File: src/rtl/periph_arbiter.sv
// -----------------------------------------------------------------------------
// periph_arbiter
//
// Merges the instruction-fetch port (imem) and the data port (dmem) onto one
// single-slave peripheral channel (valid/instr/addr/wdata/wstrb -> rdata/ready).
// Each port owns a one-deep pending register. An IDLE/WAIT FSM forwards one
// request at a time with round-robin priority. A watchdog completes with an
// error any request that the peripheral never acknowledges.
//
// Parameters
//   TIMEOUT      waiting cycles without per_ready before an error completion (>=1)
//
// Ports
//   clock        rising-edge clock
//   reset        asynchronous, active-high; clears all state and outputs
//   imem_valid   fetch request pulse
//   imem_addr    fetch address
//   imem_rdata   fetch response data (0 unless imem_ready)
//   imem_ready   fetch completion pulse
//   imem_error   qualifies imem_ready: completion was a timeout
//   dmem_valid   data request pulse
//   dmem_addr    data address
//   dmem_wdata   data write value
//   dmem_wstrb   byte strobes, 0 means read
//   dmem_rdata   data response data (0 unless dmem_ready)
//   dmem_ready   data completion pulse
//   dmem_error   qualifies dmem_ready: completion was a timeout
//   per_valid    peripheral request pulse
//   per_instr    forwarded request came from the fetch port
//   per_addr     forwarded address
//   per_wdata    forwarded write data (0 for fetches)
//   per_wstrb    forwarded strobes (0 for fetches)
//   per_rdata    peripheral response data
//   per_ready    peripheral response strobe
// -----------------------------------------------------------------------------
module periph_arbiter #(
  parameter int TIMEOUT = 255
) (
  input  logic        clock,
  input  logic        reset,

  input  logic        imem_valid,
  input  logic [31:0] imem_addr,
  output logic [31:0] imem_rdata,
  output logic        imem_ready,
  output logic        imem_error,

  input  logic        dmem_valid,
  input  logic [31:0] dmem_addr,
  input  logic [31:0] dmem_wdata,
  input  logic [3:0]  dmem_wstrb,
  output logic [31:0] dmem_rdata,
  output logic        dmem_ready,
  output logic        dmem_error,

  output logic        per_valid,
  output logic        per_instr,
  output logic [31:0] per_addr,
  output logic [31:0] per_wdata,
  output logic [3:0]  per_wstrb,
  input  logic [31:0] per_rdata,
  input  logic        per_ready
);

  localparam int              WD_W   = $clog2(TIMEOUT + 1);
  localparam logic [WD_W-1:0] WD_MAX = WD_W'(TIMEOUT);

  localparam logic [0:0] ST_IDLE = 1'b0;
  localparam logic [0:0] ST_WAIT = 1'b1;

  logic [0:0]      r_state;

  logic            r_iPend;
  logic [31:0]     r_iAddr;

  logic            r_dPend;
  logic [31:0]     r_dAddr;
  logic [31:0]     r_dWdata;
  logic [3:0]      r_dWstrb;

  logic            r_selDmem;
  logic            r_lastDmem;
  logic [WD_W-1:0] r_wdog;

  logic            r_perValid;
  logic            r_perInstr;
  logic [31:0]     r_perAddr;
  logic [31:0]     r_perWdata;
  logic [3:0]      r_perWstrb;

  logic            r_iReady;
  logic            r_iError;
  logic [31:0]     r_iRdata;
  logic            r_dReady;
  logic            r_dError;
  logic [31:0]     r_dRdata;

  logic            w_inWait;
  logic            w_issue;
  logic            w_pickDmem;
  logic            w_ackOk;
  logic            w_timeout;
  logic            w_done;
  logic            w_iDone;
  logic            w_dDone;

  // Arbitration and completion decode. On a tie the port that was not served
  // last wins; after reset "last served" means imem, so dmem takes the first
  // tie. A response arriving in the same cycle as the watchdog limit counts as
  // a normal acknowledge, so the timeout term is masked by per_ready.
  always_comb begin
    w_inWait   = (r_state == ST_WAIT);
    w_issue    = (r_state == ST_IDLE) && (r_iPend || r_dPend);
    w_pickDmem = r_dPend && (!r_iPend || !r_lastDmem);
    w_ackOk    = w_inWait && per_ready;
    w_timeout  = w_inWait && !per_ready && (r_wdog == WD_MAX);
    w_done     = w_ackOk || w_timeout;
    w_iDone    = w_done && !r_selDmem;
    w_dDone    = w_done &&  r_selDmem;
  end

  // Fetch pending register. Completion of the port's own request has priority,
  // and a valid seen while pending is still set is dropped. A valid issued in
  // the cycle imem_ready is high is captured because pending already cleared.
  always_ff @(posedge clock or posedge reset) begin
    if (reset) begin
      r_iPend <= 1'b0;
      r_iAddr <= '0;
    end else if (w_iDone) begin
      r_iPend <= 1'b0;
    end else if (imem_valid && !r_iPend) begin
      r_iPend <= 1'b1;
      r_iAddr <= imem_addr;
    end
  end

  // Data pending register, same capture/drop/clear rules as the fetch side.
  always_ff @(posedge clock or posedge reset) begin
    if (reset) begin
      r_dPend  <= 1'b0;
      r_dAddr  <= '0;
      r_dWdata <= '0;
      r_dWstrb <= '0;
    end else if (w_dDone) begin
      r_dPend  <= 1'b0;
    end else if (dmem_valid && !r_dPend) begin
      r_dPend  <= 1'b1;
      r_dAddr  <= dmem_addr;
      r_dWdata <= dmem_wdata;
      r_dWstrb <= dmem_wstrb;
    end
  end

  // Two-state sequencer. IDLE forwards a pending request and moves to WAIT;
  // WAIT returns to IDLE on acknowledge or watchdog expiry. per_ready in IDLE
  // has no effect because w_done is qualified by WAIT.
  always_ff @(posedge clock or posedge reset) begin
    if (reset) begin
      r_state <= ST_IDLE;
    end else begin
      case (r_state)
        ST_IDLE: if (w_issue) r_state <= ST_WAIT;
        ST_WAIT: if (w_done)  r_state <= ST_IDLE;
        default:              r_state <= ST_IDLE;
      endcase
    end
  end

  // Remember which port owns the outstanding request, and which port was last
  // completed for the round-robin tie break.
  always_ff @(posedge clock or posedge reset) begin
    if (reset) begin
      r_selDmem  <= 1'b0;
      r_lastDmem <= 1'b0;
    end else begin
      if (w_issue) begin
        r_selDmem <= w_pickDmem;
      end
      if (w_done) begin
        r_lastDmem <= r_selDmem;
      end
    end
  end

  // Watchdog: zero in the first WAIT cycle, counting up once per WAIT cycle
  // until the request completes. It never passes WD_MAX because reaching it
  // without per_ready forces completion.
  always_ff @(posedge clock or posedge reset) begin
    if (reset) begin
      r_wdog <= '0;
    end else if (w_issue) begin
      r_wdog <= '0;
    end else if (w_inWait && !w_done) begin
      r_wdog <= r_wdog + 1'b1;
    end
  end

  // Forwarded request. per_valid is a one-cycle pulse on the first WAIT cycle;
  // the request fields are only reloaded on issue, so they stay stable for the
  // whole WAIT period. Fetches always forward wdata=0 and wstrb=0.
  always_ff @(posedge clock or posedge reset) begin
    if (reset) begin
      r_perValid <= 1'b0;
      r_perInstr <= 1'b0;
      r_perAddr  <= '0;
      r_perWdata <= '0;
      r_perWstrb <= '0;
    end else begin
      r_perValid <= w_issue;
      if (w_issue) begin
        r_perInstr <= !w_pickDmem;
        r_perAddr  <= w_pickDmem ? r_dAddr  : r_iAddr;
        r_perWdata <= w_pickDmem ? r_dWdata : 32'h0;
        r_perWstrb <= w_pickDmem ? r_dWstrb : 4'h0;
      end
    end
  end

  // Port responses. Ready and error are single-cycle pulses and rdata is zero
  // except in the ready cycle of a normal acknowledge; a timeout returns 0.
  always_ff @(posedge clock or posedge reset) begin
    if (reset) begin
      r_iReady <= 1'b0;
      r_iError <= 1'b0;
      r_iRdata <= '0;
      r_dReady <= 1'b0;
      r_dError <= 1'b0;
      r_dRdata <= '0;
    end else begin
      r_iReady <= w_iDone;
      r_iError <= w_iDone && w_timeout;
      r_iRdata <= (w_iDone && w_ackOk) ? per_rdata : 32'h0;
      r_dReady <= w_dDone;
      r_dError <= w_dDone && w_timeout;
      r_dRdata <= (w_dDone && w_ackOk) ? per_rdata : 32'h0;
    end
  end

  assign per_valid  = r_perValid;
  assign per_instr  = r_perInstr;
  assign per_addr   = r_perAddr;
  assign per_wdata  = r_perWdata;
  assign per_wstrb  = r_perWstrb;

  assign imem_ready = r_iReady;
  assign imem_error = r_iError;
  assign imem_rdata = r_iRdata;
  assign dmem_ready = r_dReady;
  assign dmem_error = r_dError;
  assign dmem_rdata = r_dRdata;

endmodule

File: config.mk
export PLATFORM = sky130hd
export DESIGN_NAME = periph_arbiter
export DESIGN_NICKNAME = d
export VERILOG_FILES = /design/src/rtl/periph_arbiter.sv
export SDC_FILE = /design/constraint.sdc
export NUM_CORES = 1
export LEC_CHECK = 0
export ABC_CLOCK_PERIOD_IN_PS = 8200
export CAP_MARGIN = 10
export CORE_MARGIN = 1
export CORE_UTILIZATION = 42
export DETAILED_ROUTE_END_ITERATION = 8
export GPL_TIMING_DRIVEN = 0
export PLACE_DENSITY_LB_ADDON = 0.08
export SYNTH_ARGS = -nofsm -noshare
export SYNTH_HDL_FRONTEND = slang
export SYNTH_SLANG_ARGS = --single-unit
File: constraint.sdc
create_clock -name clock -period 8.2 [get_ports clock]
set_input_delay 1.64 -clock clock [delete_from_list [all_inputs] [get_ports clock]]
set_output_delay 1.64 -clock clock [all_outputs]
set_load 0.1 [all_outputs]
==> implementation parameters, run 1 <==
Parameter                              Value

Flow run
  Total of max-cap violations ... 0

Detailed routing
  First-pass iteration count of the detailed router ... 6
  Initial drt markers ... roughly 320
  Post-route DRC ... 0
  Via count ... around 6300
  Routed vias/inst ... 5.19
  Detail Route Antenna Nets ... 0
  Wirelength, routed ... about 23 mm
  WL per Instance ... approximately 19 um

Power
  Power share of the clock group ... roughly a fifth
  Worst vdd rail ir drop ... a little under 0.3 mV
  Internal power of the cells ... 3.32 mW
  Power density relative to cell area ... approximately 460 mW/mm^2
  Switching power share of the total ... 45.7%
  Total leakage power ... a little over 6 nW
  Part of the total power dissipated in sequential elements ... about 32%
  Net Switching ... 2.80 mW
  Power share of the combinational group ... about half

Global routing
  Met3 demand-to-capacity share in global routing ... 6.01%
  Most Used Layer, Global Route ... met2
  Number of antenna violations at the first check in global routing ... 1
  Global-route usage over all layers ... a little over a fifth
  Met1 layer usage reported by global route ... 25.9%
  Met2 global-route usage ... a little over a third
  Pin count of the biggest net entering global routing ... 46
  Leftover overflow at the end of global routing ... 0
  Via count of the first global-routing pass ... around 7000
  Global-route wire length before repair ... between 30 and 40 mm

Worst setup path
  Crit-path max FO ... 1
  Data arrival time at the worst-slack endpoint ... roughly 2000 ps
  Largest delay contributor family on the critical path ... buffers and inverters
  Sort of element at the end of the critical path ... output pin
  Kind of start point of the critical path ... flop
  Crit path required time ... between 6000 and 7000 ps
  R2R cell count ... 6
  Instance count on the critical path ... 1
  Combined buffer and inverter count along the critical path ... 1
  Cells along the critical path ... clkdlybuf4s50_1
  Largest stage delay on the critical path ... approximately 1200 ps
  Category of the critical setup timing path ... reg2out
  Worst-path cell with the longest stage delay ... clkdlybuf4s50_1

Synth
  Top cell type's share of synthesized area ... between 60% and 70%
  Sequential cell area fraction in the yosys report ... around 69%
  Synthesized cell area ... just over 0.009 sq mm
  Total of flip-flops plus latches after synthesis ... 251
  Number of enable flip-flop cells after synthesis ... 0
  Post-synthesis cell count ... approximately 620
  Net count after synthesis ... approximately 750
  Leading area contributor after synthesis ... dfrtp_1
  Count of yosys warnings during synthesis ... 0
  Syn Area/Cell ... approximately 15 sq um
  Biggest area contributors in the synthesized netlist ... dfrtp_1 69%, mux2_2 12%, and3_1 4.4%
  Post-synthesis async set-or-reset flop share ... 100%
  Predominant post-synthesis flop cell ... dfrtp_1
  Library cells used by synthesis ... 36

STA
  Largest clock skew in the final design ... ~11 ps
  Achievable frequency ... 271 MHz
  Post-route fraction of the period consumed by the critical path ... between 40% and 50%
  Sum of negative setup slack ... 0 ps
  Unrepaired setup endpoints after global routing ... no
  Final count of negative-setup-slack endpoints ... 0
  Slew headroom ... between 20% and 30%
  Minimum clock period ... 3700 ps
  Final-report max-slew violation count ... 0
  Number of endpoints with negative hold slack in the final report ... 0
  Transition time at the pin with the least slew margin ... roughly 1100 ps

Layout
  Final #Nets ... 1064
  Fillers ... 1582
  Footprint of the multi-input gates ... 0.00253 sq mm
  Fraction of final layout cells with drive strength greater than 1 ... roughly 18%
  Register area ... approximately 0.0063 sq mm
  Layout Utilization ... between 60% and 70%
  Area overhead of the layout relative to synthesis ... 45.0%

Clock tree
  Total clock buffers created by CTS ... 27
  Clock root buffer ... clkbuf_16
  Hold-fix buffer count after cts ... 0
  Reg clk slew, reported paths ... approximately 60 ps
  Largest buffer count on any clock path ... 3
  Number of buffers inserted to repair setup after CTS ... 0
  H-Tree Depth ... 1
  Count of clock tree sinks ... between 200 and 300
  Clock latency of the later-clocked register in the worst-skew pair ... 520 ps
  Post-CTS resize count ... 0
  TritonCTS clock tree ... yes

Floorplanning
  Horizontal extent of the die ... approximately 150 um
  Number of placement rows ... 53
  Initial cell density of the core ... roughly 43%
  I/O pin count ... between 200 and 300
  Floorplan die area ... 0.0224 sq mm
  Area of the core ... 0.0212 sq mm
  Die outline height ... about 150 um

Hold path
  Type of the tightest min-delay check ... reg2reg
  Worst hold stages ... 1

Status
  Status ... finished, final reports clean

Placed design
  Placed wire-length estimate ... about 17 mm
  Final RePlAce weighted congestion ... 0.792
  Number of input and output port buffers inserted ... 274
[synth_stat cells (2+ instances only)]
| cell | instances |
|---|---|
| a21o_1 | 3 |
| clkbuf_1 | 29 |
| and3_1 | 64 |
| dfrtp_1 | 251 |
| nand3_1 | 2 |
| and4b_1 | 2 |
| buf_2 | 9 |
| a222oi_1 | 32 |
| nand2_1 | 5 |
| or3_1 | 2 |
| mux2_2 | 100 |
| a22o_1 | 36 |
| and2_1 | 2 |
| nor2_1 | 11 |
| inv_1 | 35 |
| nand2b_1 | 2 |
| nor4b_1 | 2 |
| xor2_1 | 3 |
| buf_6 | 3 |
| a21oi_1 | 4 |
| o211ai_1 | 2 |
| o21ai_0 | 3 |
[kinds of logic (layout without fill, tap and decap cells)]
kind of cell	after synthesis	count (layout)	share of synthesized area, %
buffers and inverters	77	406	3.53
flip-flops	251	251	68.7
other	0	1	0
AND/OR/NAND/NOR	96	96	6.39
AO/OA/AOI/OAI	86	86	8.39
multiplexers	101	101	12.4
XOR/XNOR	4	4	0.383
adder cells (fa/ha/maj)	1	1	0.137
[cell usage in the layout, fill, tap and decap left out, types with 3 or more instances in the layout]
cell,netlist,routed
clkdlybuf4s50_1,0,274
dfrtp_1,251,251
mux2_2,100,100
and3_1,64,64
a22o_1,36,36
clkbuf_1,29,34
inv_1,35,34
a222oi_1,32,32
clkbuf_16,0,27
nor2_1,11,11
buf_2,9,9
clkbuf_8,0,6
nand2_1,5,5
clkinv_2,0,5
buf_12,0,5
a21oi_1,4,4
buf_6,3,3
o21ai_0,3,3
clkinvlp_4,0,3
a21o_1,3,3
xor2_1,3,3
[final cells by class]
type / instances / area share (%)
Clock buffer: 38 / 5.86
Timing Repair Buffer: 281 / 21.7
Tap cell: 275 / 2.60
Sequential cell: 251 / 47.4
Buffer: 41 / 1.42
Multi-Input combinational cell: 288 / 19.1
Antenna cell: 1 / 0.0189
Clock inverter: 10 / 0.821
Inverter: 36 / 1.05
[final timing paths]
check | start | endpoint | slack, ps
max in group asynchronous | reset | imem_rdata[21]$_DFF_PP0_ | 5430
hold / removal | r_dWdata[18]$_DFFE_PP0P_ | per_wdata[18]$_DFFE_PP0P_ | 490
setup reg to reg | r_wdog[0]$_DFFE_PP0P_ | r_iAddr[2]$_DFFE_PP0P_ | 5650
hold reg to reg | r_dWdata[18]$_DFFE_PP0P_ | per_wdata[18]$_DFFE_PP0P_ | 490
setup / recovery | imem_rdata[1]$_DFF_PP0_ | imem_rdata[1] | 4500
min in group asynchronous | reset | r_iAddr[27]$_DFFE_PP0P_ | 1600
[layer usage]
metal  up-vias  part of all wire, %
met1      3210                   39
met3        42                  8.6
met5         -                    0
met4         0                  2.7
li1       2846                    -
met2       244                   49
[flip-flops by register name, summed over array words and instances, names as in the netlist]
register    cells
r_state         1
per_instr       1
imem_error      1
per_valid       1
imem_rdata     32
r_dWstrb        4
r_iPend         1
r_wdog          8
per_wdata      32
per_addr       32
per_wstrb       4
dmem_ready      1
r_iAddr        32
r_selDmem       1
r_lastDmem      1
imem_ready      1
r_dAddr        32
r_dPend         1
dmem_rdata     32
dmem_error      1
r_dWdata       32
[power groups by stage]
stage,logic (mW),clock network [mW],registers [mW]
2_1_floorplan,0.826,0,3.33
3_3_place_gp,2.93,0,1.95
3_5_place_dp,2.99,0,1.98
4_1_cts,3.00,1.22,1.97
5_1_grt,3.12,1.28,2.02
6_report,2.97,1.19,1.97
[through the flow]
stage | setup WS [ps] | instances | instance area (sq um) | hold WS (ps) | total power [mW]
after floorplan | 3260 | 616 | 9140 | 462 | 4.16
after global placement | 1740 | 1165 | 12200 | 468 | 4.88
after detailed placement | 4280 | 1172 | 12400 | 476 | 4.97
after CTS | 4470 | 1220 | 13300 | 491 | 6.18
after global routing | 4440 | 1221 | 13300 | 508 | 6.42
final | 4500 | 1221 | 13300 | 487 | 6.12
(Power assumes the default switching activity.)
==> inputs of run 2 (changes only) <==
ABC_CLOCK_PERIOD_IN_PS = 3360   (was 8200)
clock period = 3.36 ns   (was 8.2 ns; I/O delays follow)
==> results of run 2 <==
Same layout as run 1 (identical final DEF). Status: finished, final reports clean.
Among the figures that moved: setup slack after placement 4280 ps -> 404 ps; setup slack after layout 4500 ps -> 632 ps; register-to-register setup slack 5650 ps -> 810 ps; total power 6.12 mW -> 14.9 mW; worst IR drop on VDD 0.297 mV -> 0.725 mV
